### config.mk
export PLATFORM = sky130hd
export DESIGN_NAME = gif_frame_player
export DESIGN_NICKNAME = d
export VERILOG_FILES = /design/src/rtl/gif_frame_player.sv
export SDC_FILE = /design/constraint.sdc
export NUM_CORES = 1
export LEC_CHECK = 0
export ABC_AREA = 1
export BUFFER_PORTS_ARGS = -buffer_cell sky130_fd_sc_hd__buf_4
export CELL_PAD_IN_SITES_DETAIL_PLACEMENT = 1
export CELL_PAD_IN_SITES_GLOBAL_PLACEMENT = 1
export CORE_UTILIZATION = 47
export CTS_BUF_LIST = sky130_fd_sc_hd__clkbuf_4
export CTS_CLUSTER_SIZE = 24
export DETAILED_ROUTE_END_ITERATION = 10
export PLACE_DENSITY_LB_ADDON = 0.1
export SLEW_MARGIN = 10
export SYNTH_ARGS = -nofsm -noshare
export SYNTH_HDL_FRONTEND = slang
export SYNTH_SLANG_ARGS = --single-unit
export TNS_END_PERCENT = 50
### constraint.sdc
create_clock -name clk -period 3.55 [get_ports clk]
set_input_delay 0.8875 -clock clk [delete_from_list [all_inputs] [get_ports clk]]
set_output_delay 0.8875 -clock clk [all_outputs]
set_load 0.01 [all_outputs]
### src/rtl/gif_frame_player.sv
// Playback sequencer: streams each stored frame from the GIF ROM into the back framebuffer bank,
// requests a bank swap, then holds the frame for FRAME_TICKS clocks before loading the next one.
module gif_frame_player #(
  parameter int unsigned FRAME_W     = 32,
  parameter int unsigned FRAME_H     = 32,
  parameter int unsigned NUM_FRAMES  = 60,
  parameter int unsigned FRAME_TICKS = 5_000_000,
  parameter int unsigned PIX_W       = 10
) (
  input  logic             clk,
  input  logic             rst,
  input  logic             enable,
  output logic [15:0]      rom_addr,
  input  logic [7:0]       rom_data,
  output logic             fb_we,
  output logic [PIX_W-1:0] fb_addr,
  output logic [2:0]       fb_data,
  output logic             fb_bank,
  output logic             swap_req,
  input  logic             swap_ack,
  output logic [5:0]       frame_idx,
  output logic             busy
);

  localparam int unsigned NPix  = FRAME_W * FRAME_H;
  localparam int unsigned HoldW = (FRAME_TICKS > 1) ? $clog2(FRAME_TICKS) : 1;

  localparam logic [PIX_W-1:0] LastPix   = PIX_W'(NPix - 1);
  localparam logic [15:0]      FrameSize = 16'(NPix);
  localparam logic [5:0]       LastFrame = 6'(NUM_FRAMES - 1);
  localparam logic [HoldW-1:0] HoldLoad  = HoldW'(FRAME_TICKS - 1);

  typedef enum logic [2:0] {
    StIdle, StCopy, StFlush0, StFlush1, StSwapWait, StHold
  } state_e;

  state_e           state_q, state_d;
  logic [PIX_W-1:0] pix_q, pix_d;
  logic [HoldW-1:0] hold_q, hold_d;
  logic [15:0]      frame_base_q, frame_base_d;
  logic [5:0]       frame_idx_q, frame_idx_d;
  logic [15:0]      rom_addr_q, rom_addr_d;
  logic             fb_bank_q, fb_bank_d;

  logic             s1_valid_q;
  logic [PIX_W-1:0] s1_pix_q;
  logic             fb_we_q;
  logic [PIX_W-1:0] fb_addr_q;
  logic [2:0]       fb_data_q;
  logic             swap_req_q;
  logic             busy_q;

  // Only the RGB bits of each ROM byte carry pixel data.
  logic unused_rom_bits;
  assign unused_rom_bits = ^rom_data[7:3];

  always_comb begin
    state_d      = state_q;
    pix_d        = pix_q;
    hold_d       = hold_q;
    frame_base_d = frame_base_q;
    frame_idx_d  = frame_idx_q;
    rom_addr_d   = rom_addr_q;
    fb_bank_d    = fb_bank_q;

    case (state_q)
      StIdle: begin
        if (enable) begin
          state_d    = StCopy;
          pix_d      = '0;
          rom_addr_d = frame_base_q;
        end
      end
      StCopy: begin
        if (pix_q == LastPix) begin
          state_d = StFlush0;
        end else begin
          pix_d      = pix_q + PIX_W'(1);
          rom_addr_d = rom_addr_q + 16'd1;
        end
      end
      StFlush0: state_d = StFlush1;
      StFlush1: state_d = StSwapWait;
      StSwapWait: begin
        if (swap_ack) begin
          state_d   = StHold;
          fb_bank_d = ~fb_bank_q;
          hold_d    = HoldLoad;
        end
      end
      StHold: begin
        if (hold_q == '0) begin
          if (frame_idx_q == LastFrame) begin
            frame_idx_d  = '0;
            frame_base_d = '0;
          end else begin
            frame_idx_d  = frame_idx_q + 6'd1;
            frame_base_d = frame_base_q + FrameSize;
          end
          if (enable) begin
            state_d    = StCopy;
            pix_d      = '0;
            rom_addr_d = frame_base_d;
          end else begin
            state_d = StIdle;
          end
        end else begin
          hold_d = hold_q - HoldW'(1);
        end
      end
      default: state_d = StIdle;
    endcase
  end

  always_ff @(posedge clk) begin
    if (rst) begin
      state_q      <= StIdle;
      pix_q        <= '0;
      hold_q       <= '0;
      frame_base_q <= '0;
      frame_idx_q  <= '0;
      rom_addr_q   <= '0;
      fb_bank_q    <= 1'b0;
      s1_valid_q   <= 1'b0;
      s1_pix_q     <= '0;
      fb_we_q      <= 1'b0;
      fb_addr_q    <= '0;
      fb_data_q    <= '0;
      swap_req_q   <= 1'b0;
      busy_q       <= 1'b0;
    end else begin
      state_q      <= state_d;
      pix_q        <= pix_d;
      hold_q       <= hold_d;
      frame_base_q <= frame_base_d;
      frame_idx_q  <= frame_idx_d;
      rom_addr_q   <= rom_addr_d;
      fb_bank_q    <= fb_bank_d;
      // Stage 1 tags the address presented this cycle; stage 2 pairs it with the ROM reply.
      s1_valid_q   <= (state_q == StCopy);
      s1_pix_q     <= pix_q;
      fb_we_q      <= s1_valid_q;
      if (s1_valid_q) begin
        fb_addr_q <= s1_pix_q;
        fb_data_q <= rom_data[2:0];
      end
      swap_req_q   <= (state_d == StSwapWait);
      busy_q       <= (state_d != StIdle);
    end
  end

  assign rom_addr  = rom_addr_q;
  assign fb_we     = fb_we_q;
  assign fb_addr   = fb_addr_q;
  assign fb_data   = fb_data_q;
  assign fb_bank   = fb_bank_q;
  assign swap_req  = swap_req_q;
  assign frame_idx = frame_idx_q;
  assign busy      = busy_q;

endmodule

== Word level (Yosys, flattened, before mapping) ==
Index checks and enable logic that the tools add are counted.

* Bits of input ports: 12
* Logic and storage cells: 64
* Register bits after elaboration: 102
* Output and inout bits: 39

* Multiplexer cells: 20
* $add $sub $neg: 5
* Eq/ne operators: 14
* Reduce and logical (&&, ||, !) cells: 10
* Bitwise logic cells: 1

{| class="wikitable"
|+ Operator list
! cell !! number
|-
| 16-bit 2-to-1 mux || 5
|-
| 16-bit one-hot mux with 3 select lines || 1
|-
| 23-bit 2-to-1 mux || 2
|-
| 23-bit one-hot mux with 2 select lines || 1
|-
| 10-bit 2-to-1 mux || 3
|-
| 10-bit one-hot mux with 3 select lines || 1
|-
| 23-bit logical NOT || 1
|-
| 23-bit by 1-bit subtractor with 23-bit output, second input constant || 1
|-
| 3-bit one-hot mux with 6 select lines || 1
|-
| 16-bit by 1-bit adder with 16-bit output, second input constant || 1
|-
| 16-bit by 11-bit adder with 16-bit output, second input constant || 1
|-
| 3-bit 2-to-1 mux || 4
|-
| 2-bit != test, second input constant || 6
|-
| 10-bit by 1-bit adder with 10-bit output, second input constant || 1
|-
| 10-bit equality test, second input constant || 1
|-
| 3-bit equality test, second input constant || 3
|-
| 6-bit by 1-bit adder with 6-bit output, second input constant || 1
|-
| 3-bit by 2-bit equality test with 1-bit output, second input constant || 2
|-
| 6-bit equality test, second input constant || 1
|-
| 6-bit 2-to-1 mux || 1
|-
| 3-bit AND reduction || 2
|-
| 3-bit nonzero test || 2
|-
| 5-bit AND reduction || 1
|-
| 2-bit AND reduction || 2
|-
| other kinds (5) || 5
|}

== Logic depth before layout (Yosys ltp) ==
* Depth in word-level cells: 5
* Gate-level depth with buffers: 12
* Gate-level depth less buffers: 11

== Worst setup path after synthesis ==
No wires, ideal clock.

* Path kind: flip-flop to flip-flop
* Start point: register hold_q[0]
* End point: register rom_addr_q[6], in the netlist rom_addr[6]
* Period minus slack after synthesis: 1.748 ns
* Cell stages (with the launch flop): 12
* Slack: 1.802 ns
* Data arrival time: 1.633 ns
* Buffers on the path: 2
* Required time: 3.434 ns
* Setup time: 0.116 ns
* Cell sequence: dfxtp_1 inv_1 ha_1 nand2_4 nor2_8 nand3_4 nand2_4 nand3_4 buf_6 buf_6 nor3_2 nor2_1

* Word-level cells in the longest chain between the ends: 3

{| class="wikitable"
|+ RTL lines
! element !! RTL line !! RTL
|-
| start, declared || 39 || <nowiki>logic [HoldW-1:0] hold_q, hold_d;</nowiki>
|-
| start signal, assigned || 134 || <nowiki>hold_q <= hold_d;</nowiki>
|-
| 23-bit logical NOT || 92 || <nowiki>if (hold_q == '0) begin</nowiki>
|-
| 2-bit != test (no source line) || -- ||
|-
| 5-bit AND reduction (no source line) || -- ||
|-
| end signal, assigned || 137 || <nowiki>rom_addr_q <= rom_addr_d;</nowiki>
|-
| end, declared || 42 || <nowiki>logic [15:0] rom_addr_q, rom_addr_d;</nowiki>
|}

Every way passes these cells.
A chain may end at the register's enable or synchronous reset.

== Final worst setup path ==
* Start point: register hold_q[0]
* End point: register rom_addr_q[14], in the netlist rom_addr[14]

The elaborated chain is that of the path after synthesis.

==> results by group <==
Outcome
  – Run status: finished clean

Clock tree
  – Total CTS buffers: 9
  – Clock slew at reported path FFs: 0.17 ns
  – Clock Sinks: a little over 100
  – Hold buffers post-CTS: 0
  – CTS Root Cell: clkbuf_4
  – Post-CTS Setup Inserts: 0
  – H-tree Lvls: 3
  – CTS Buffer Depth: 2
  – Worst skew pair latency: about 0.49 ns
  – Number of gates resized after cts: 0
  – CTS tree: built

Setup path
  – Max stage delay on crit path: roughly 0.44 ns
  – Crit-path slowest cell: inv_2
  – Nature of the critical path endpoint: flop
  – CP startpoint kind: flop
  – Worst Path Max Fanout: 29
  – Reg2Reg Depth: 11
  – Worst reg2reg setup slack: 1.03 ns
  – Reg2Reg Launch Point: hold_q[0]
  – Worst Setup Path Type: flop to flop
  – R2r endpoint: rom_addr[14]
  – Crit path DAT: 2.91 ns
  – Origin of the worst setup path: hold_q[0]
  – CP endpoint: rom_addr[14]
  – CP Data Required Time: 3.95 ns
  – CP cell instances: inv_1, ha_1, nand2_4, nor2_8, nand3_4, nand2_4, nand3_4, inv_2, nand2_1, nor2_1, nor2_1

Detailed routing
  – Per-cell routed wire length: 15.1 um
  – Drt total wl: 14.1 mm
  – DRC violations left: 0
  – DR iter-0 viols: 145
  – Vias per std cell: 5.29
  – Vias after detailed routing: 4,971
  – TritonRoute pass-1 iters: 4
  – Final ANT Viol Nets: 0

Cells and area
  – Layout fillers: 1,450
  – Layout Nets: 811
  – Layout cells sized above 1: between 10 and 15%
  – Ant diodes: 0
  – P&R area growth vs syn: 9.32%

Synthesis
  – Synth Register Bits: about 100
  – Post-synth top flop: dfxtp_1
  – Distinct cell type count after synthesis: 38
  – Most common cell in the netlist: nand2_1
  – Cell area after synthesis: around 0.0052 mm2
  – Synth Warn #: 0
  – Sequential area share after synthesis: between 30% and 40%
  – Post-synthesis async set-or-reset flop share: 0%
  – Top cells by area, synth: dfxtp_1 (39%), nand2_1 (13%), nor2_1 (10%), inv_1 (5.2%), a21oi_1 (5.1%)
  – Top cell type's share of synthesized area: 39.1%
  – Cell accounting for the most synthesized area: dfxtp_1
  – Top cells by instance count after synthesis: nand2_1 (181), nor2_1 (141), dfxtp_1 (102)
  – Syn Nets: slightly below 800
  – Syn Inst Count: 762
  – EDFF count, synth: 0
  – Syn avg cell area: 6.85 um2

Power
  – Maximum vdd drop: between 0.0003 and 0.0004 V
  – Pwr dens: 344 mW/mm2
  – Leak: 2.58 nW

Floorplanning
  – Initial core utilization: between 40% and 50%
  – Chip width: 107 um
  – Area of the core region: 0.0108 mm2
  – # rows: 38
  – I/O Pins: 51
  – Die height: 107 um
  – Area of the die: between 0.01 and 0.015 mm2

Timing
  – Setup violators final: 0
  – Max-slew violations: 0
  – FMAX: 397 MHz
  – Setup TNS: 0 ns
  – Min Tclk post-route: between 2 and 3 ns
  – Final number of hold-violating endpoints: 0
  – RSZ-0062 raised after global routing: false
  – Final WS setup: 1.03 ns
  – Post-Route Skew: 0.0115 ns
  – Worst Tran Pin Value: 0.674 ns
  – Relative slew margins: 55.1%
  – Tcrit/Tclk final: between 70% and 80%

GRT
  – Initial antenna violation count: 0
  – Grt ovf: 0
  – GRT Resource Usage Total: 25.9%
  – Vias in the first global route: around 5,000
  – First-pass GRT wire length: 23.5 mm
  – Pin count of the biggest net entering global routing: 57

Placed design
  – DP HPWL: 10.1 mm
  – Pre-CTS WS: 1.05 ns
  – IO Port Bufs: 45
  – Final weighted congestion in routability-driven placement: approximately 0.86

Min path
  – Min-delay src: frame_base_q[0]
  – Hold Crit Class: flop to flop

Flow run
  – Max cap viols: 0
## layout make-up
class / instances / area (um2) / area share (%)
Multi-Input combinational cell: 555 / 2710 / 47.4
Inverter: 78 / 298 / 5.22
Timing Repair Buffer: 48 / 360 / 6.31
Clock buffer: 9 / 67.6 / 1.18
Clock inverter: 7 / 57.6 / 1.01
Sequential cell: 102 / 2040 / 35.8
Tap cell: 140 / 175 / 3.07
## placed cells by master, fill, tap and decap left out, types with 2 or more instances in the layout
| cell type | netlist | final |
|---|---|---|
| nor2_2 | 6 | 6 |
| dfxtp_1 | 102 | 102 |
| nor3_2 | 2 | 2 |
| clkinvlp_4 | 0 | 2 |
| nor2_1 | 141 | 141 |
| clkbuf_4 | 0 | 9 |
| nor3_1 | 10 | 10 |
| nand2_4 | 5 | 5 |
| clkinv_4 | 0 | 2 |
| buf_4 | 4 | 48 |
| inv_4 | 2 | 2 |
| or2_2 | 4 | 4 |
| inv_1 | 72 | 72 |
| nor2_4 | 4 | 4 |
| o21bai_1 | 2 | 2 |
| nand2_2 | 2 | 2 |
| nand4_1 | 18 | 18 |
| nand4_4 | 2 | 2 |
| xor2_1 | 16 | 16 |
| a21oi_1 | 53 | 53 |
| o21ai_0 | 44 | 44 |
| nand2_1 | 181 | 181 |
| xnor2_1 | 4 | 4 |
| nand3_1 | 41 | 41 |
| a211oi_1 | 3 | 3 |
| inv_2 | 4 | 4 |
| ha_1 | 5 | 5 |
| nand3_4 | 2 | 2 |
## state kept, by name, indices dropped and copies added (netlist names)
signal	count
rom_addr	16
swap_req	1
state_q	3
frame_idx	6
hold_q	23
frame_base_q	16
fb_we	1
s1_valid_q	1
fb_data	3
s1_pix_q	10
fb_bank	1
fb_addr	10
busy	1
pix_q	10
## cells by family (layout without fill, tap and decap cells)
group	after synthesis	after routing	synth area share, %
flip-flops	102	102	39.1
buffers and inverters	105	142	9.03
XOR/XNOR	20	20	3.35
adder cells (fa/ha/maj)	5	5	1.20
AND/OR/NAND/NOR	420	420	36.1
AO/OA/AOI/OAI	110	110	11.3
## worst max-delay path: cells and delay by family (launching register included)
kind | cells | cell delay (ns)
simple gates | 8 | 1.11
fa+ha+maj | 1 | 0.38
flops | 1 | 0.37
buf+inv | 2 | 0.57
## power by group
part / switching, mW / internal [mW]
Combinational: 0.118 / 0.0641
Sequential: 0.0278 / 1.17
Clock: 0.432 / 0.152
Total: 0.578 / 1.39
## how the worst min path moves through the flow
stage | end | depth (start not counted)
6_report | frame_base_q[0] | 2
5_1_grt | frame_base_q[0] | 2
4_1_cts | frame_base_q[0] | 2
3_5_place_dp | frame_base_q[0] | 2
3_3_place_gp | frame_base_q[8] | 2
2_1_floorplan | frame_base_q[1] | 2
## per-stage QoR
| stage | utilization, % | cells | power, mW | hold slack [ns] | instance area, um2 |
|---|---|---|---|---|---|
| 6_report | 52.7 | 939 | 1.97 | 0.437 | 5710 |
| 5_1_grt | 52.7 | 939 | 2.05 | 0.451 | 5710 |
| 4_1_cts | 52.7 | 939 | 1.99 | 0.439 | 5710 |
| 3_5_place_dp | 51.5 | 923 | 1.41 | 0.418 | 5580 |
| 3_3_place_gp | 51.5 | 923 | 1.40 | 0.416 | 5580 |
| 2_1_floorplan | - | 762 | 1.34 | 0.408 | 5220 |
## per-layer routing
| metal | vias up | wire [um] | track usage [%] |
|---|---|---|---|
| li1 | 2505 | - | - |
| met1 | 2393 | 6480 | 31.4 |
| met2 | 59 | 7150 | 47.1 |
| met3 | 14 | 380 | 5.39 |
| met4 | 0 | 145 | 5.38 |
| met5 | - | 0 | 0 |
No activity file was read; power rests on OpenSTA's default activity.
